### src/rtl/store_buffer_if.sv
// Store-buffer bus: MEM-side store/load requests and the data-memory write port.
// The store buffer uses the slave modport; the MEM stage / memory side uses master.
interface store_buffer_if #(
  parameter int AW = 32
);
  logic          st_valid;
  logic [AW-1:0] st_addr;
  logic [31:0]   st_data;
  logic [2:0]    st_funct3;
  logic          st_ready;
  logic          ld_valid;
  logic [AW-1:0] ld_addr;
  logic [2:0]    ld_funct3;
  logic          ld_hit;
  logic [31:0]   ld_fwd_data;
  logic          ld_stall;
  logic          dm_ready;
  logic          dm_write;
  logic [AW-1:0] dm_addr;
  logic [31:0]   dm_wdata;
  logic [2:0]    dm_funct3;
  logic          empty;

  modport master (
    output st_valid, st_addr, st_data, st_funct3, ld_valid, ld_addr, ld_funct3, dm_ready,
    input  st_ready, ld_hit, ld_fwd_data, ld_stall, dm_write, dm_addr, dm_wdata, dm_funct3, empty
  );

  modport slave (
    input  st_valid, st_addr, st_data, st_funct3, ld_valid, ld_addr, ld_funct3, dm_ready,
    output st_ready, ld_hit, ld_fwd_data, ld_stall, dm_write, dm_addr, dm_wdata, dm_funct3, empty
  );
endinterface

### src/rtl/store_buffer.sv
// In-order store queue between MEM and data memory; drains one store per cycle.
// Macro STB_FWD_EN enables exact-match load forwarding; otherwise any overlap stalls the load.
module store_buffer #(
  parameter int DEPTH = 4,
  parameter int AW    = 32
) (
  input logic           clk,
  input logic           rst,
  store_buffer_if.slave sb
);
  localparam int PW = $clog2(DEPTH);
  localparam logic [PW:0] FULL = (PW+1)'(DEPTH);

  logic [AW-1:0]    ent_addr [DEPTH];
  logic [31:0]      ent_data [DEPTH];
  logic [2:0]       ent_f3   [DEPTH];
  logic [DEPTH-1:0] ent_vld;
  logic [PW-1:0]    wr_ptr, rd_ptr;
  logic [PW:0]      count;
  logic             empty, st_rdy, st_ok, ld_ok, push, drain;

  function automatic logic [2:0] acc_size(input logic [1:0] f);
    case (f)
      2'b00:   acc_size = 3'd1;
      2'b01:   acc_size = 3'd2;
      default: acc_size = 3'd4;
    endcase
  endfunction

`ifdef STB_FWD_EN
  function automatic logic [31:0] ld_extend(input logic [31:0] d, input logic [2:0] f);
    case (f[1:0])
      2'b00:   ld_extend = f[2] ? {24'd0, d[7:0]}  : {{24{d[7]}}, d[7:0]};
      2'b01:   ld_extend = f[2] ? {16'd0, d[15:0]} : {{16{d[15]}}, d[15:0]};
      default: ld_extend = d;
    endcase
  endfunction
`endif

  assign empty  = (count == '0);
  assign st_rdy = (count != FULL);
  assign st_ok  = (sb.st_funct3 == 3'b000) || (sb.st_funct3 == 3'b001) || (sb.st_funct3 == 3'b010);
  assign ld_ok  = (sb.ld_funct3 == 3'b000) || (sb.ld_funct3 == 3'b001) || (sb.ld_funct3 == 3'b010) ||
                  (sb.ld_funct3 == 3'b100) || (sb.ld_funct3 == 3'b101);
  // Unsupported store widths still complete the handshake but are dropped
  assign push   = sb.st_valid && st_rdy && st_ok;
  assign drain  = !empty && sb.dm_ready;

  assign sb.st_ready = st_rdy;
  assign sb.empty    = empty;
  assign sb.dm_write = drain;
  assign sb.dm_addr   = empty ? '0 : ent_addr[rd_ptr];
  assign sb.dm_wdata  = empty ? '0 : ent_data[rd_ptr];
  assign sb.dm_funct3 = empty ? '0 : ent_f3[rd_ptr];

  logic [PW-1:0] idx;
  logic [AW:0]   l_lo, l_hi, e_lo, e_hi;
  logic [2:0]    l_sz, e_sz;
  logic          live, hit_c, stall_c;
  logic [31:0]   fwd_c;

  always_comb begin
    hit_c   = 1'b0;
    stall_c = 1'b0;
    fwd_c   = '0;
    idx     = '0;
    live    = 1'b0;
    e_sz    = '0;
    e_lo    = '0;
    e_hi    = '0;
    l_sz    = acc_size(sb.ld_funct3[1:0]);
    l_lo    = {1'b0, sb.ld_addr};
    l_hi    = l_lo + (AW+1)'(l_sz);
    if (sb.ld_valid && ld_ok) begin
      // Walk oldest slot to youngest so the youngest overlapping entry has the last word
      for (int k = DEPTH-1; k >= 0; k--) begin
        idx  = wr_ptr - PW'(k+1);
        e_sz = acc_size(ent_f3[idx][1:0]);
        e_lo = {1'b0, ent_addr[idx]};
        e_hi = e_lo + (AW+1)'(e_sz);
`ifdef STB_FWD_EN
        live = ent_vld[idx] && !(drain && (idx == rd_ptr));
`else
        live = ent_vld[idx];
`endif
        if (live && (e_lo < l_hi) && (l_lo < e_hi)) begin
`ifdef STB_FWD_EN
          if ((ent_addr[idx] == sb.ld_addr) && (e_sz >= l_sz)) begin
            hit_c   = 1'b1;
            stall_c = 1'b0;
            fwd_c   = ld_extend(ent_data[idx], sb.ld_funct3);
          end else begin
            hit_c   = 1'b0;
            stall_c = 1'b1;
            fwd_c   = '0;
          end
`else
          stall_c = 1'b1;
`endif
        end
      end
    end
  end

  assign sb.ld_hit      = hit_c;
  assign sb.ld_stall    = stall_c;
  assign sb.ld_fwd_data = fwd_c;

  always_ff @(posedge clk) begin
    if (push) begin
      ent_addr[wr_ptr] <= sb.st_addr;
      ent_data[wr_ptr] <= sb.st_data;
      ent_f3[wr_ptr]   <= sb.st_funct3;
    end
  end

  always_ff @(posedge clk or posedge rst) begin
    if (rst) begin
      ent_vld <= '0;
      wr_ptr  <= '0;
      rd_ptr  <= '0;
      count   <= '0;
    end else begin
      if (drain) begin
        ent_vld[rd_ptr] <= 1'b0;
        rd_ptr          <= rd_ptr + PW'(1);
      end
      if (push) begin
        ent_vld[wr_ptr] <= 1'b1;
        wr_ptr          <= wr_ptr + PW'(1);
      end
      case ({push, drain})
        2'b10:   count <= count + (PW+1)'(1);
        2'b01:   count <= count - (PW+1)'(1);
        default: count <= count;
      endcase
    end
  end
endmodule

### src/flat_wrapper.sv
// flat-port wrapper written by rule: the top's interface ports become plain ports
module store_buffer_flat 
#(
  parameter int DEPTH = 4,
  parameter int AW    = 32
)
  (clk, rst, sb_st_valid, sb_st_addr, sb_st_data, sb_st_funct3, sb_ld_valid, sb_ld_addr, sb_ld_funct3, sb_dm_ready, sb_st_ready, sb_ld_hit, sb_ld_fwd_data, sb_ld_stall, sb_dm_write, sb_dm_addr, sb_dm_wdata, sb_dm_funct3, sb_empty);
  store_buffer_if #(.AW(AW)) sb_i ();
  input logic clk;
  input logic rst;
  input wire logic [$bits(sb_i.st_valid)-1:0] sb_st_valid;
  input wire logic [$bits(sb_i.st_addr)-1:0] sb_st_addr;
  input wire logic [$bits(sb_i.st_data)-1:0] sb_st_data;
  input wire logic [$bits(sb_i.st_funct3)-1:0] sb_st_funct3;
  input wire logic [$bits(sb_i.ld_valid)-1:0] sb_ld_valid;
  input wire logic [$bits(sb_i.ld_addr)-1:0] sb_ld_addr;
  input wire logic [$bits(sb_i.ld_funct3)-1:0] sb_ld_funct3;
  input wire logic [$bits(sb_i.dm_ready)-1:0] sb_dm_ready;
  output wire logic [$bits(sb_i.st_ready)-1:0] sb_st_ready;
  output wire logic [$bits(sb_i.ld_hit)-1:0] sb_ld_hit;
  output wire logic [$bits(sb_i.ld_fwd_data)-1:0] sb_ld_fwd_data;
  output wire logic [$bits(sb_i.ld_stall)-1:0] sb_ld_stall;
  output wire logic [$bits(sb_i.dm_write)-1:0] sb_dm_write;
  output wire logic [$bits(sb_i.dm_addr)-1:0] sb_dm_addr;
  output wire logic [$bits(sb_i.dm_wdata)-1:0] sb_dm_wdata;
  output wire logic [$bits(sb_i.dm_funct3)-1:0] sb_dm_funct3;
  output wire logic [$bits(sb_i.empty)-1:0] sb_empty;
  assign sb_i.st_valid = sb_st_valid;
  assign sb_i.st_addr = sb_st_addr;
  assign sb_i.st_data = sb_st_data;
  assign sb_i.st_funct3 = sb_st_funct3;
  assign sb_i.ld_valid = sb_ld_valid;
  assign sb_i.ld_addr = sb_ld_addr;
  assign sb_i.ld_funct3 = sb_ld_funct3;
  assign sb_i.dm_ready = sb_dm_ready;
  assign sb_st_ready = sb_i.st_ready;
  assign sb_ld_hit = sb_i.ld_hit;
  assign sb_ld_fwd_data = sb_i.ld_fwd_data;
  assign sb_ld_stall = sb_i.ld_stall;
  assign sb_dm_write = sb_i.dm_write;
  assign sb_dm_addr = sb_i.dm_addr;
  assign sb_dm_wdata = sb_i.dm_wdata;
  assign sb_dm_funct3 = sb_i.dm_funct3;
  assign sb_empty = sb_i.empty;
  store_buffer #(.DEPTH(DEPTH), .AW(AW)) u_core (.clk(clk), .rst(rst), .sb(sb_i));
endmodule
### config.mk
export PLATFORM = sky130hd
export DESIGN_NAME = store_buffer_flat
export DESIGN_NICKNAME = d
export VERILOG_FILES = /design/src/rtl/store_buffer_if.sv /design/src/rtl/store_buffer.sv /design/src/flat_wrapper.sv
export SDC_FILE = /design/constraint.sdc
export NUM_CORES = 1
export LEC_CHECK = 0
export BUFFER_PORTS_ARGS = -buffer_cell sky130_fd_sc_hd__buf_2
export CORE_ASPECT_RATIO = 0.7
export CORE_MARGIN = 8
export CORE_UTILIZATION = 41
export CTS_CLUSTER_SIZE = 28
export DETAILED_ROUTE_END_ITERATION = 12
export PLACE_DENSITY = 0.67
export REMOVE_ABC_BUFFERS = 1
export SYNTH_ARGS = -nofsm -noshare
export SYNTH_HDL_FRONTEND = slang
export SYNTH_SLANG_ARGS = --single-unit
### constraint.sdc
create_clock -name clk -period 22.4 [get_ports clk]
set_input_delay 0 -clock clk [delete_from_list [all_inputs] [get_ports clk]]
set_output_delay 0 -clock clk [all_outputs]
set_load 0.005 [all_outputs]
==> summary by stage, run 1 <==
Outcome
The run finished with clean final reports.

Setup path
The worst register-to-register path has a setup slack of roughly 19000 ps. The element type at the critical path end is an output port. At the worst endpoint, the required time is 22400 ps.

The beginning of the worst register-to-register path is u_core.wr_ptr[0]$_DFFE_PP0P_. The largest single stage delay on the critical path is between 900 and 1000 ps. By startpoint and endpoint, the worst setup path is classified as reg -> out.

In this run the critical register-to-register path is captured at u_core.ent_addr[1][30]$_DFFE_PP_. In this run the worst setup path terminates at sb_ld_stall. Traced cell by cell, the critical path runs through inv_1, ha_4, mux4_2, nor2_1, ha_1, fa_1, a21o_1, nand4_1, nor3_4, and2_1, nand2_1, xor2_1, ha_1, a21o_1, a21o_1, a221o_1, a221o_1, a31oi_1, a211oi_1, a211oi_1, a221o_1, buf_2. The data arrival time of the worst path is between 7000 and 8000 ps. In this run the worst setup path begins at u_core.wr_ptr[0]$_DFFE_PP0P_. The peak fanout along the critical path is 47. The critical path's slowest cell is dfrtp_4. STA classifies the critical path startpoint as a flip-flop. For the worst flop-to-flop path, the logic depth is 4.

Detailed routing
The sum of met3 wire segment lengths after detailed routing is about 5200 µm. The total routed wirelength is 68200 µm. The count of TritonRoute iterations in the first routing pass is 5.

After the first detailed-routing iteration, the DRC count stood at 1466. The DRC violation count after routing is 0. Wire segments on met2 add up to 28700 µm in the final route. The per-cell routed wire length is roughly 24 µm. The detailed router put a total of 32900 µm of wire on met1.

Using the TritonRoute via totals, the vias-per-cell ratio works out to 5.91. The antenna violation net count after detailed routing is 0. The routed layout has 16688 vias. The highest metal layer carrying signal wires in the routed design is met4.

Synth
The total of flip-flops plus latches after synthesis is 279. The synthesized design spends more area on one cell type than any other, namely edfxtp_1. The total of warnings raised by yosys is 0.

Summing every instance area after synthesis gives between 0.02 and 0.025 mm². Among all flip-flop cells after synthesis, the most frequent one is edfxtp_1. The number of instances in the synthesized netlist is 1823. Sequential cells were found to cover 36.0% of the synthesized design area.

After synthesis, the cell types taking the most area are edfxtp_1 (35%), mux4_2 (19%), ha_1 (15%). A synthesized cell averages 12.7 µm². The number of synthesized flops with an enable pin is 268. The post-synthesis cell type count is 69. The share of the synthesized area in the top cell type is 34.8%. Counting flops with an async set or reset pin after synthesis yields a share of 3.94%.

STA
Timing would allow up to ~0.14 GHz. The final period utilization is 31.5%. The clock period minus final worst setup slack is around 7100 ps.

The number of pins exceeding their max-slew limit in the final report was 0. For the final database, setup skew stands at 27.7 ps. The number of endpoints with negative hold slack in the final report came to 0. Setup slack closes at 15340 ps. The worst pin sits at a relative slew slack of 32.5%. The final worst hold slack is around 40 ps. Setup repair after global routing left no endpoint under its margin. The number of endpoints failing setup at the final stage is 0.

The measured slew at the worst slew-check pin is 987 ps. The aggregate negative setup slack is 0 ps.

Power
The net switching component of the power is 0.00160 W. Sequential cells burn 20.1% of the power. The peak supply drop is 85.6 µV.

In this run the power density over the cells is around 140 mW/mm². The clock network accounts for 13.5% of the total power. Combinational logic is responsible for 66.4% of the overall power. Power comes to 0.00355 W. Net switching is between 40% and 50% of the power. The leakage component of the power is 9.91 nW.

The internal power of the cells totals between 0.0015 and 0.002 W.

Die
The area inside the core boundary is 0.0563 mm². The die is 215 µm tall. The number of top-level pins is 211. The overall die area is roughly 0.064 mm². In this run the core area contains 73 standard-cell rows. For this configuration, the core starts out at a cell density of 41.1%. The die is 300 µm wide.

Layout
In the final design database the tool counted 2438 nets. The area growth from synthesis to layout is 13.2%. The library cell used most frequently in the layout, excluding fill and tap cells, is ha_1. Across the whole layout, storage elements account for ~0.0083 mm². In the layout the commonest cells are ha_1 (271), edfxtp_1 (268), mux4_2 (190), buf_2 (177), nand2_1 (138).

The count of fill cells added during filler insertion is 5106. The multi-input combinational cells in the finished layout cover a total of 0.0141 mm². Once layout is done, the placed cells without fillers occupy 0.0262 mm². The fraction of layout instances using a drive strength above 1 is 22.5%.

Clock tree
In this run the number of H-tree levels came out at 1. The longest clock path from root to sink contains 3 buffers. For the worst-skew pair, the clock arrives at the later sink with an insertion delay of 600 ps. The number of clock sinks seen by CTS is 279. The root buffer selected by CTS is clkbuf_16. The total CTS buffers is 29. The clock-pin slew on the worst setup and hold paths is 70 ps. The TritonCTS clock tree is built.

Hold path
The classification of the worst-slack hold path is in -> async.

Placed design
The instance area at placement is roughly 0.025 mm². At the end of routability-driven placement, the weighted congestion stood at 0.970. The setup slack at placement is 15940 ps. Summed over all nets, the half-perimeter wirelength after detailed placement is 52600 µm.

The count of input and output buffers is 177.

Global routing
The initial antenna violation count is 1. The total overflow left after global routing is 0. The global routing usage summed across all routing layers is 20.5%. The via count of the first global-routing pass is 16627. The wire length of the first global-routing pass is just over 100000 µm. Entering global routing, the biggest net connects 69 pins.

Flow run
The tool flagged a number of max-cap violations equal to 0.
[cell usage after synthesis, types with 21 or more instances]
master and count:
a21oi_1 91, buf_4 38, nor2_1 84, edfxtp_1 268, xor2_1 83, nand2_1 138, clkbuf_1 24, nor2b_1 81
ha_1 272, and2_1 21, xnor2_1 73, inv_1 38, nand4_1 36, mux4_2 190, nand3_1 55, o21ai_0 43
and3_1 25, a21o_1 39, and4_1 22
[critical path, delay by kind of cell, from the launching register on]
family          cells  cell delay [ps]
xor+xnor            1              150
buf+inv             2              390
simple gates        5             1140
flops               1              940
fa+ha+maj           4             1240
compound gates      9             2020
mux                 1              600
[power groups by stage]
stage	combinational (W)	sequential (W)	clock, W
after CTS	0.00235	0.000716	0.000493
final	0.00236	0.000714	0.000480
after floorplan	0.00164	0.000762	0
after global routing	0.00260	0.000727	0.000509
after global placement	0.00228	0.000722	0
after detailed placement	0.00232	0.000728	0
[state kept, by name, summed over array words and instances (netlist names)]
register,cells
u_core.count,3
u_core.ent_data,128
u_core.ent_f3,12
u_core.ent_vld,4
u_core.ent_addr,128
u_core.wr_ptr,2
u_core.rd_ptr,2
[cells by family (layout without fill, tap and decap cells)]
family,count (synthesis),in the layout,synth area share [%]
simple gates,526,526,12.2
flops,279,279,36.0
fa+ha+maj,278,278,15.2
compound gates,244,244,6.58
mux,208,208,20.5
xor+xnor,156,156,5.91
buf+inv,131,351,3.56
other cells,1,34,0.0162
[how the worst min path moves through the flow]
stage	start	endpoint	depth (start not counted)
2_1_floorplan	rst	u_core.count[0]$_DFFE_PP0P_	1
3_3_place_gp	rst	u_core.count[2]$_DFFE_PP0P_	2
3_5_place_dp	rst	u_core.count[1]$_DFFE_PP0P_	2
4_1_cts	rst	u_core.rd_ptr[1]$_DFFE_PP0P_	3
5_1_grt	rst	u_core.rd_ptr[0]$_DFFE_PP0P_	3
6_report	rst	u_core.rd_ptr[0]$_DFFE_PP0P_	3
[metal layers]
layer,up-vias,track usage (%)
met2,636,29.9
met4,0,4.01
li1,7589,-
met1,8384,31.7
met3,79,3.79
met5,-,0
[area by class of cell]
cell class,count,area share (%)
flip-flops and latches,279,31.8
diodes,1,0.00956
multi-input cells,1445,54.0
clock inverters,23,0.803
repair buffers,260,6.43
clock buffers,30,2.79
well taps,750,3.59
inverters,38,0.545
[per-stage QoR]
stage          util (%)  instances
5_1_grt            46.5       2826
3_3_place_gp       43.6       2702
3_5_place_dp       43.6       2702
6_report           46.5       2826
2_1_floorplan         -       1762
4_1_cts            46.5       2825
[repair_timing]
action,4_1_cts,5_1_grt
endpoints found under the setup margin,0,0
buffers inserted,0,0
resized for setup,0,0
hold endpoints to repair,282,0
hold buffers,70,0
Power figures use the tool's default switching activity.
==> run 2: changes to the inputs <==
==> constraint.sdc (replaced) <==
create_clock -name clk -period 6.7 [get_ports clk]
set_input_delay 0 -clock clk [delete_from_list [all_inputs] [get_ports clk]]
set_output_delay 0 -clock clk [all_outputs]
set_load 0.005 [all_outputs]
==> run 2 against run 1 <==
  * Wire length grew 2.7%
  * Clock skew grew 3.0 ps
  * Via count grew 0.74%
  * Global-route usage grew 0.61 points
  * Non-clock buffer count grew 6
  * Worst hold slack gained 7.6 ps
  * Clock-buffer cell count grew 6
  * Sequential share of layout area shrank 0.23 points
  * Critical path type unchanged
  * Cell area grew 0.73%
  * Setup slack lost 15000 ps
  * Register-to-register slack lost 15000 ps
  * Largest power group unchanged
==> summary by stage, run 2 (synthesis gave the netlist of run 1 again) <==
Outcome
The flow ran to the end, and the final reports show no timing, DRC or antenna violations.

Setup path
The startpoint type of the worst setup path is a flip-flop. For the worst setup path, the data required time is 6700 ps. The critical path's slowest cell is dfrtp_4.

In this run the worst path has a maximum fanout of 12. The longest individual stage delay on the worst path is ~570 ps. The kind of cell with the highest combined delay along the critical path is compound AO/OA/AOI/OAI gates.

The worst setup path is of the reg -> out kind. STA puts the critical path data arrival time at 6220 ps. The element type at the critical path end is an output port. Counting both buffers and inverters, the worst setup path holds a total of 2. The register-to-register setup slack is 3600 ps. The critical path goes through inv_1, ha_4, mux4_2, nor2_1, ha_1, fa_1, a21o_1, nand4_1, nor3_4, and2_1, nand2_1, xor2_1, ha_1, a21o_1, a21o_1, a221o_1, a221o_1, a31oi_1, a211oi_1, a211oi_1, a221o_1, buf_2.

STA
The measured slew at the worst slew-check pin is between 1000 and 1500 ps. Based on the critical path, the design can be clocked at up to around 0.16 GHz. The number of pins exceeding their max-slew limit in the final report is 0. The clock arrives with a little over 30 ps of skew. Subtracting the final worst setup slack from the clock period gives between 6000 and 7000 ps.

Setup violations remaining at the end of the flow were counted as 0. Headroom to the max-slew limit came out at between 20 and 25%. The number of endpoints with negative hold slack in the final report is 0. The final period utilization is 92.9%. The final worst hold slack is 47.6 ps.

Die
The area inside the core boundary is between 0.05 and 0.06 mm². Once the floorplan was initialized, standard cells occupied 41.1% of the core. The row count is 73.

The die covers between 0.06 and 0.07 mm². From left edge to right edge, the die measures 300 µm. Measured along the y axis, the die boundary spans 215 µm. 211 I/O pins were placed.

Global routing
The largest net degree at the start of global routing is 82. For this run the aggregate overflow at the end of global routing stands at 0. The via count of the first global-routing pass is about 17000. The wire length of the first global-routing pass is roughly 100000 µm.

Global routing consumed, over all layers together, between 20% and 30% of the routing resources. The initial antenna violation count is 4.

Power
In this run the static leakage power is 9.99 nW. The peak supply drop is 279 µV. The power per cell area is around 460 mW/mm².

Hold path
In this run the worst hold path is classified as in -> async.

Placed design
At the end of routability-driven placement, the weighted congestion stood at 0.960. Port buffering added 177 buffers. The total half-perimeter wirelength after legalization and detailed placement is 54400 µm. In this run the cell area measured after placement is 0.0246 mm².

Layout
The post-route netlist has between 20% and 30% of its cells at a drive strength greater than 1. The multi-input combinational cell area is 0.0141 mm². Leaving out fill and tap cells, the most frequent cells in the layout are ha_1 (271), edfxtp_1 (268), mux4_2 (190), buf_2 (177), nand2_1 (138).

The area of all placed cells without fillers is 0.0264 mm². The largest registers in the layout are u_core.ent_addr: 128 flops, u_core.ent_data: 128 flops, u_core.ent_f3: 12 flops. At the end of the flow, the number of nets in the layout was 2445. The count of fill cells added during filler insertion is 5086. The library cell used most frequently in the layout, excluding fill and tap cells, is ha_1. The sequential cells in the finished layout cover a total of 0.00834 mm². Measured on the finished design, the core utilization comes to 46.9%. The relative area change from synthesis to final layout is 14.0%.

Clock tree
The TritonCTS clock tree is built. The clock tree buffer depth is 3. For this design, the sink count on the clock tree is 279. The clock insertion delay at the later pin of the skew report is 630 ps.

In this run the number of H-tree levels came out at 1. The total CTS buffers is 30. The cell sitting at the root of the clock tree is a clkbuf_16.

Clock-pin slew was measured on the worst setup and hold paths at 60 ps.

Detailed routing
The count of TritonRoute iterations in the first routing pass is 7. Once detail routing completed, the nets flagged for antenna violations numbered 0. After detailed routing, the average wire length per cell comes to roughly 25 µm. Summing over every cut layer, the via total after detailed routing is 16811. The detailed router finished its first iteration with about 1500 violations.

The total routed wirelength is 70100 µm. For this run, design rule violations remaining after detail routing come to 0. The routed via count divided by cell count is 5.93.

Flow run
Max-cap violations in this run came to 0.
==> run 2: cell type report <==
class / instances / area share (%)
clock buffer: 36 / 3.01
timing repair buffer: 266 / 6.64
sequential: 279 / 31.6
tap: 750 / 3.56
clock inverter: 20 / 0.982
multi-input combinational: 1445 / 53.6
inverter: 38 / 0.541
antenna: 3 / 0.0285
==> run 2: repair_timing <==
action,CTS,global route
gates resized for setup,0,5
buffers inserted,0,1
hold buffers,69,0
setup endpoints to repair,0,1
endpoints found under the hold margin,282,0
==> run 2: stage by stage <==
| step | instances | setup WS [ps] | TNS, ps | total power (W) |
|---|---|---|---|---|
| CTS | 2833 | 69.7 | 0 | 0.0121 |
| floorplan | 1762 | -4710 | -81350 | 0.00804 |
| global placement | 2708 | 824 | 0 | 0.0101 |
| detailed placement | 2708 | 756 | 0 | 0.0102 |
| finish | 2837 | 476 | 0 | 0.0121 |
| global route | 2837 | -21.4 | -21.4 | 0.0130 |
==> run 2: power breakdown <==
part           leakage, nW  total (W)  switching, W  internal (W)
sequential            2.55    0.00233      0.000238       0.00210
clock                0.498    0.00176      0.000751       0.00101
combinational         6.94    0.00802       0.00445       0.00357
==> run 2: layer usage <==
layer  up-vias  wire (µm)  GRT usage (%)
met4         2       1210           3.99
li1       7620          -              -
met5         -         13              0
met2       703      29000           29.8
met1      8415      33100           32.9
met3        71       6740           4.87
==> run 2: worst paths after layout <==
check                                             start                                to  depth (start not counted)
min                                                 rst       u_core.ent_vld[1]$_DFF_PP0_                          3
max                        u_core.wr_ptr[0]$_DFFE_PP0P_                       sb_ld_stall                         22
min reg2reg                 u_core.count[0]$_DFFE_PP0P_       u_core.count[0]$_DFFE_PP0P_                          1
max in group asynchronous                           rst      u_core.wr_ptr[0]$_DFFE_PP0P_                          3
min in group clk                            sb_st_valid      u_core.wr_ptr[0]$_DFFE_PP0P_                          3
max reg2reg                u_core.wr_ptr[1]$_DFFE_PP0P_  u_core.ent_addr[3][30]$_DFFE_PP_                          4
==> run 2: worst reg2reg max path, delay by kind of cell, from the launching register on <==
family	cells	cell delay, ps
fa+ha+maj	1	340
buf+inv	2	1250
flops	1	520
simple gates	1	610
